<file path="src/rtl/ntt_pkg.sv">
// Shared NTT definitions: default frame geometry, loader FSM states and the
// bit-reversal helper used to scatter samples into butterfly order.
package ntt_pkg;

    localparam int unsigned N_DEF  = 17;
    localparam int unsigned D_DEF  = 8;
    localparam int unsigned Q_DEF  = 65537;
    localparam int unsigned STAGES = $clog2(D_DEF);

    typedef enum logic [1:0] {
        FILL   = 2'd0,
        LAUNCH = 2'd1,
        RUN    = 2'd2
    } loader_state_t;

    // Reverses the low 'bits' bits of v; upper bits of the result are zero.
    function automatic logic [31:0] bitrev(input logic [31:0] v, input int unsigned bits);
        logic [31:0] r;
        r = '0;
        for (int unsigned i = 0; i < bits; i++) begin
            r[i] = v[bits-1-i];
        end
        return r;
    endfunction

endpackage

</file>
<file path="src/rtl/mod_q_reduce.sv">
// Single conditional subtraction bringing an N-bit value into [0, Q-1];
// valid because every N-bit input is below 2*Q.
module mod_q_reduce #(
    parameter int unsigned N = 17,
    parameter int unsigned Q = 65537
) (
    input  logic [N-1:0] x,
    output logic [N-1:0] r
);

    localparam logic [N-1:0] QV = N'(Q);

    always_comb begin
        r = (x >= QV) ? (x - QV) : x;
    end

endmodule

</file>
<file path="src/rtl/ntt_coeff_loader.sv">
// Collects D reduced coefficients into a flat frame (optionally in bit-reversed
// slot order), then pulses start and holds busy while the transform consumes it.
module ntt_coeff_loader
    import ntt_pkg::*;
#(
    parameter int unsigned N      = N_DEF,
    parameter int unsigned D      = D_DEF,
    parameter int unsigned Q      = Q_DEF,
    parameter int unsigned BITREV = 1
) (
    input  logic           clk,
    input  logic           rst,
    input  logic           flush,
    input  logic           in_valid,
    input  logic [N-1:0]   in_data,
    output logic           in_ready,
    output logic           start,
    output logic           busy,
    output logic [D*N-1:0] a
);

    localparam int unsigned S  = $clog2(D);
    localparam int unsigned RW = $clog2(S + 2);

    loader_state_t state;
    logic [S-1:0]  cnt;
    logic [RW-1:0] rcnt;
    logic [N-1:0]  red;
    logic [S-1:0]  slot;
    logic          write_en;
    logic [N-1:0]  frame [D];

    mod_q_reduce #(.N(N), .Q(Q)) u_reduce (
        .x (in_data),
        .r (red)
    );

    assign in_ready = (state == FILL);
    // Flush takes priority over a sample presented in the same cycle.
    assign write_en = in_ready && in_valid && !flush;
    assign slot     = (BITREV != 0) ? S'(bitrev(32'(cnt), S)) : cnt;

    always_ff @(posedge clk or posedge rst) begin
        if (rst) begin
            state <= FILL;
            cnt   <= '0;
            rcnt  <= '0;
            start <= 1'b0;
            busy  <= 1'b0;
        end else begin
            case (state)
                FILL: begin
                    start <= 1'b0;
                    busy  <= 1'b0;
                    if (flush) begin
                        cnt <= '0;
                    end else if (in_valid) begin
                        cnt <= cnt + S'(1);
                        if (cnt == S'(D - 1)) begin
                            state <= LAUNCH;
                            start <= 1'b1;
                        end
                    end
                end
                LAUNCH: begin
                    start <= 1'b0;
                    busy  <= 1'b1;
                    rcnt  <= '0;
                    state <= RUN;
                end
                RUN: begin
                    if (rcnt == RW'(S)) begin
                        busy  <= 1'b0;
                        state <= FILL;
                    end else begin
                        rcnt <= rcnt + RW'(1);
                    end
                end
                default: begin
                    state <= FILL;
                    start <= 1'b0;
                    busy  <= 1'b0;
                end
            endcase
        end
    end

    always_ff @(posedge clk or posedge rst) begin
        if (rst) begin
            for (int unsigned k = 0; k < D; k++) begin
                frame[k] <= '0;
            end
        end else if (write_en) begin
            frame[slot] <= red;
        end
    end

    for (genvar k = 0; k < D; k++) begin : g_flat
        assign a[N*k +: N] = frame[k];
    end

endmodule

</file>
<file path="config.mk">
export PLATFORM = sky130hd
export DESIGN_NAME = ntt_coeff_loader
export DESIGN_NICKNAME = d
export VERILOG_FILES = /design/src/rtl/ntt_pkg.sv /design/src/rtl/mod_q_reduce.sv /design/src/rtl/ntt_coeff_loader.sv
export SDC_FILE = /design/constraint.sdc
export NUM_CORES = 1
export LEC_CHECK = 0
export ABC_AREA = 1
export CAP_MARGIN = 30
export CORE_ASPECT_RATIO = 1.5
export CORE_MARGIN = 2
export CORE_UTILIZATION = 45
export DETAILED_ROUTE_END_ITERATION = 10
export HOLD_SLACK_MARGIN = 0.03
export PLACE_DENSITY = 0.75
export SYNTH_ARGS = -nofsm -noshare
export SYNTH_HDL_FRONTEND = slang
export SYNTH_SLANG_ARGS = --single-unit
</file>
<file path="constraint.sdc">
create_clock -name clk -period 6.4 [get_ports clk]
set_clock_uncertainty 0.05 [all_clocks]
set_input_delay 1.28 -clock clk [delete_from_list [all_inputs] [get_ports clk]]
set_output_delay 1.28 -clock clk [all_outputs]
set_load 0.01 [all_outputs]
</file>
# After elaboration in Yosys (flattened, before gate mapping)
# Index checks and enable logic that the tools add are counted.
classes:
  eq_ne: 9
  magnitude_cmp: 3
  n_reduce_logical: 10
  bitwise: 1
  muxes: 19
  addsub: 3
ops:
  columns: ["op", "n"]
  rows:
  - ["bitwise mux 136 bit", 1]
  - ["demux 17 bit (select 3 bit)", 1]
  - ["two-way mux 17 bit", 2]
  - [">= comparator 17 bit (second input constant)", 1]
  - ["subtractor 17 bit (second input constant)", 1]
  - ["two-way mux 3 bit", 3]
  - ["two-way mux 2 bit", 4]
  - ["!= test 2 bit (second input constant)", 4]
  - ["adder 3 x 1 -> 3 bit (second input constant)", 2]
  - ["one-hot mux 2 bit (3 select lines)", 1]
  - ["one-hot mux 3 bit (2 select lines)", 1]
  - [">= comparator 4 bit (second input constant)", 1]
  - ["< comparator 4 x 1 -> 1 bit (second input constant)", 1]
  - ["two-way mux 1 bit", 4]
  - ["NOT 3 -> 4 bit", 1]
  - ["one-hot mux 1 bit (2 select lines)", 2]
  - ["AND reduction 2 bit", 2]
  - ["AND reduction 4 bit", 1]
  - ["nonzero test 2 bit", 2]
  - ["== test 3 x 2 -> 1 bit (second input constant)", 1]
  - ["== test 3 bit (second input constant)", 1]
  - ["logical AND 1 bit", 3]
  - ["== test 2 x 1 -> 1 bit (second input constant)", 1]
  - ["== test 2 bit (second input constant)", 1]
  - ["3 further kinds", 3]
totals:
  word_cells: 58
  inputBits: 21
  register_bits: 146
  output_inout_bits: 139

# Logic depth before layout (Yosys ltp)
logic_depth:
  word_depth: 6
  ltp_mapped: 12
  ltp_nobuf: 11

# Cells and area by module
# A second synthesis with hierarchy kept.
unflattened:
  hier_cells: 839
  area_unflattened_um2: 7128.1
modules_own_cells:
  columns: ["mod", "instances", "cells_per_inst", "area_per_inst_um2", "seq_area_each_um2"]
  rows:
  - ["ntt_coeff_loader", 1, 674, 6331.1, 3653.5]
  - ["mod_q_reduce", 1, 165, 797.0, 0.0]

# Least setup slack after synthesis
# No wires, ideal clock.
synth_path:
  path_kind: "in2reg"
  startpoint: "input in_data[1]"
  endpoint: "register frame (netlist bit a[130])"
  n_path_buf: 1
  required_time_ns: 6.233
  setup_slack_ns: 3.855
  setup_time_ns: 0.117
  arrival_time_ns: 2.378
  cell_stages: 12
  path_cell_list: "inv_1 -> ha_1 -> nand2_1 -> nor2_1 -> nand2_1 -> nand3_4 -> nand2_4 -> buf_12 -> nand2_4 -> nand2_4 -> nand2_1 -> nand2_1"
synth_between:
  elab_chain_cells: 3
  elab_cells_between_ends: 4
  classes_between: "1 x add/sub; 1 x order compare; 2 x mux"
synth_lines:
  columns: ["item", "line_no", "rtl"]
  rows:
  - ["from (decl)", "ntt_coeff_loader.sv:15", "input logic [N-1:0] in_data,"]
  - ["subtractor 17 bit / >= comparator 17 bit (equally long branches)", "mod_q_reduce.sv:14", "r = (x >= QV) ? (x - QV) : x;"]
  - ["two-way mux 17 bit *", "mod_q_reduce.sv:14", null]
  - ["bitwise mux 136 bit *", "ntt_coeff_loader.sv:94", "frame[slot] <= red;"]
  - ["to (signal, indexed assignment)", "ntt_coeff_loader.sv:94", null]
  - ["to (decl)", "ntt_coeff_loader.sv:31", "logic [N-1:0] frame [D];"]
# Mark *: on every way between the ends. The rest lies on a longest branch, timed or not.
# A chain may end at the register's enable or synchronous reset.

# Worst setup path in the final report
layout_path:
  startpoint: "input in_valid"
  endpoint: "register frame (netlist bit a[1])"
layout_between:
  elab_chain_cells: 2
layout_lines:
  columns: ["item", "line_no", "rtl"]
  rows:
  - ["from (decl)", "ntt_coeff_loader.sv:14", "input logic in_valid,"]
  - ["logical AND 1 bit (2 in series)", "ntt_coeff_loader.sv:40", "assign write_en = in_ready && in_valid && !flush;"]
# Every way passes these cells.

==> results.yml <==
outcome:
  status: "completed"
power:
  power_density_nw_per_um2: 366
  leakagePower_nw: 4.57
  ir_drop_v: 0.000227
synth:
  synth_nets: 809
  post_synth_num_cell_types: 29
  syn_inst: 778
  synth_area_um2: 6510
  ys_ff_latch: 146
  synthTopCellsByArea: "dfrtp_1 (56%), nand2_1 (25%), nand2_4 (3.5%)"
  yosys_warnings: 0
  synth-xor-area-share_pct: 0.942
  muxShareOfSynthArea_pct: 0
  synth_compound_area_share_pct: 1.19
  synth_top_family_by_area: "simple AND/OR/NAND/NOR gates"
  yosysTopAreaCellShare_pct: 56.1
  yosys.area_share.adder_pct: 1.92
  yosys.area_share.simple_pct: 36.0
  avgSynthCellArea_um2: 8.37
  yosysSeqAreaShare_pct: 56.1
  synth_area_leader_cell: "dfrtp_1"
floorplanning:
  core_area_um2: 14100
  fp.dieW_um: 102
  start_util_pct: 46.3
  ios: 160
  std_cell_rows: 53
  die_height_um: 151
  die-area_um2: 15500
sta:
  tightest_slew_ps: 874
  period_share_pct: 58.3
  final.setup.tns_ps: 0
  setup_viol: 0
  slew_headroom_pct: 41.7
  finalMaxSlewViolations: 0
  finalHoldViolations: 0
  rsz0062_at_grt: "false"
  min_period_ps: 3730
  fmax_mhz: 268
worst_setup_path:
  cpPeakStageDelay_ps: 740
  crit_chain: "clkdlybuf4s50_1 -> inv_1 -> nor3_2 -> nand3_1 -> inv_1 -> nand3_1 -> nand2_1"
  cpMaxStageDelayCell: "nand3_1"
  reg2reg_depth: 7
  ff2ff_setup_slack_ps: 3540
  required_ps: 6690
  startpoint_type: "input port"
  r2r_end: "a[1]"
  arrival_ps: 4020
  crit_path_end: "a[1]"
  crit_path_end_kind: "flop"
  reg2reg_from: "state[0]"
  worstPathMaxFanout: 19
  worstSetupStartpoint: "in_valid"
  setup.worst_path.class: "in2reg"
clocking:
  cts_buffers: 17
  hold_buffers: 0
  cts-root-buf: "clkbuf_16"
  post_cts_resized: 0
  postCtsSetupRepairBufs: 0
  tritoncts: "built"
  numClockSinks: 146
  htreeDepth: 4
  path_clk_slew_ps: 60
  insertion_delay_ps: 420
  cts_max_path_buffers: 2
placed_design:
  port_buffers: 159
  place_area_um2: 8230
  hpwlAfterDp_um: 13200
  gp_congestion: 0.873
route:
  drc: 0
  drtAntennaViolNets: 0
  num_vias: 5639
  wl_per_cell_um: 16.6
  drtPass1Iterations: 5
  drtIter0Drc: 334
  viasPerCell: 4.95
  wl_um: 19000
global_route:
  antenna_found_initial: 0
  grt_pass1_wl_um: 29400
  grt_pass1_vias: 5465
  grt_max_degree: 100
  gr-usage-all-layers_pct: 25.7
  overflow: 0
layout:
  final_nets: 966
  drive_above_1_share_pct: 8.02
  syn_to_final_growth_pct: 35.7
  fin_area_um2: 8840
  seqCellArea_um2: 3650
  antenna_cells: 0
  fillCellCount: 1267
  multiInputGateArea_um2: 2610
min_path:
  hp-class: "reg2reg"
  holdPathStages: 2
run:
  max_cap_violations: 0
-- layout by cell type, fill, tap and decap left out, types with 3 or more instances in the layout --
cell type | Yosys | routed
bufinv_16 | 0 | 3
clkbuf_16 | 0 | 17
clkdlybuf4s50_1 | 0 | 159
clkinvlp_4 | 0 | 3
dfrtp_1 | 146 | 146
ha_1 | 10 | 10
inv_1 | 27 | 26
inv_2 | 5 | 5
inv_6 | 0 | 4
nand2_1 | 442 | 442
nand2_2 | 6 | 6
nand2_4 | 20 | 20
nand3_1 | 32 | 32
nand3_2 | 6 | 6
nor2_1 | 26 | 26
nor2_2 | 3 | 3
o21ai_0 | 5 | 5
o21ai_1 | 8 | 8
xor2_1 | 5 | 5
-- worst max-delay path: cells and delay by family --
family	cells	cell delay, ps
AND/OR/NAND/NOR	4	1590
buffers and inverters	3	1150
-- power by group --
| part | internal (mW) | total [mW] | switching [mW] | leakage, nW |
|---|---|---|---|---|
| Combinational | 0.475 | 0.912 | 0.437 | 2.33 |
| Clock | 0.620 | 1.02 | 0.398 | 0.286 |
| Sequential | 1.14 | 1.30 | 0.161 | 1.96 |
-- layout make-up --
cell class	count	share of cell area, %
clock buffers	19	4.90
repair buffers	160	18.1
well taps	192	2.72
inverters	34	1.50
multi-input cells	576	29.5
flip-flops and latches	146	41.3
clock inverters	13	1.95
-- synth_stat cells --
cell type / count
nand2_1: 442
dfrtp_1: 146
nand3_1: 32
inv_1: 27
nor2_1: 26
nand2_4: 20
buf_2: 10
ha_1: 10
clkbuf_1: 9
o21ai_1: 8
nand2_2: 6
nand3_2: 6
inv_2: 5
o21ai_0: 5
xor2_1: 5
nor2_2: 3
and2_1: 2
clkinv_1: 2
nand3b_1: 2
o22ai_1: 2
xnor2_1: 2
buf_12: 1
buf_4: 1
buf_6: 1
nand3_4: 1
nand4_1: 1
nor3_2: 1
nor3_4: 1
or2_2: 1
-- worst min path at each step --
stage            start       to
3_3_place_gp    a[113]   a[113]
4_1_cts          a[65]    a[65]
5_1_grt         a[114]   a[114]
3_5_place_dp     a[93]    a[93]
2_1_floorplan  rcnt[0]  rcnt[0]
6_report        a[116]   a[116]
-- layer usage --
layer  track usage (%)  wire length [um]  share of wire (%)
met1              31.7              7460                 39
met2              43.4              9790                 52
met3              4.94              1070                5.6
met4              11.5               659                3.5
met5                 0                 0                  0
-- metrics by stage --
stage               setup WS, ps  power [mW]  hold WS, ps  util (%)  std cells
floorplan                   1150        1.65          417         -        778
global placement            2360        2.21          411      58.6       1108
detailed placement          2270        2.23          415      58.6       1108
CTS                         2710        3.25          432      62.9       1140
global route                2390        3.38          448      62.9       1140
finish                      2670        3.23          428      62.9       1140
-- logic make-up after synthesis --
| kind of cell | after synthesis |
|---|---|
| compound gates | 15 |
| simple gates | 544 |
| buf+inv | 56 |
| xor+xnor | 7 |
| fa+ha+maj | 10 |
| flops | 146 |
-- state kept, by name (all words and copies together), names as in the netlist --
register and flops:
rcnt 3, a 136, start 1, cnt 3
state 2, busy 1
(Power assumes the default switching activity.)
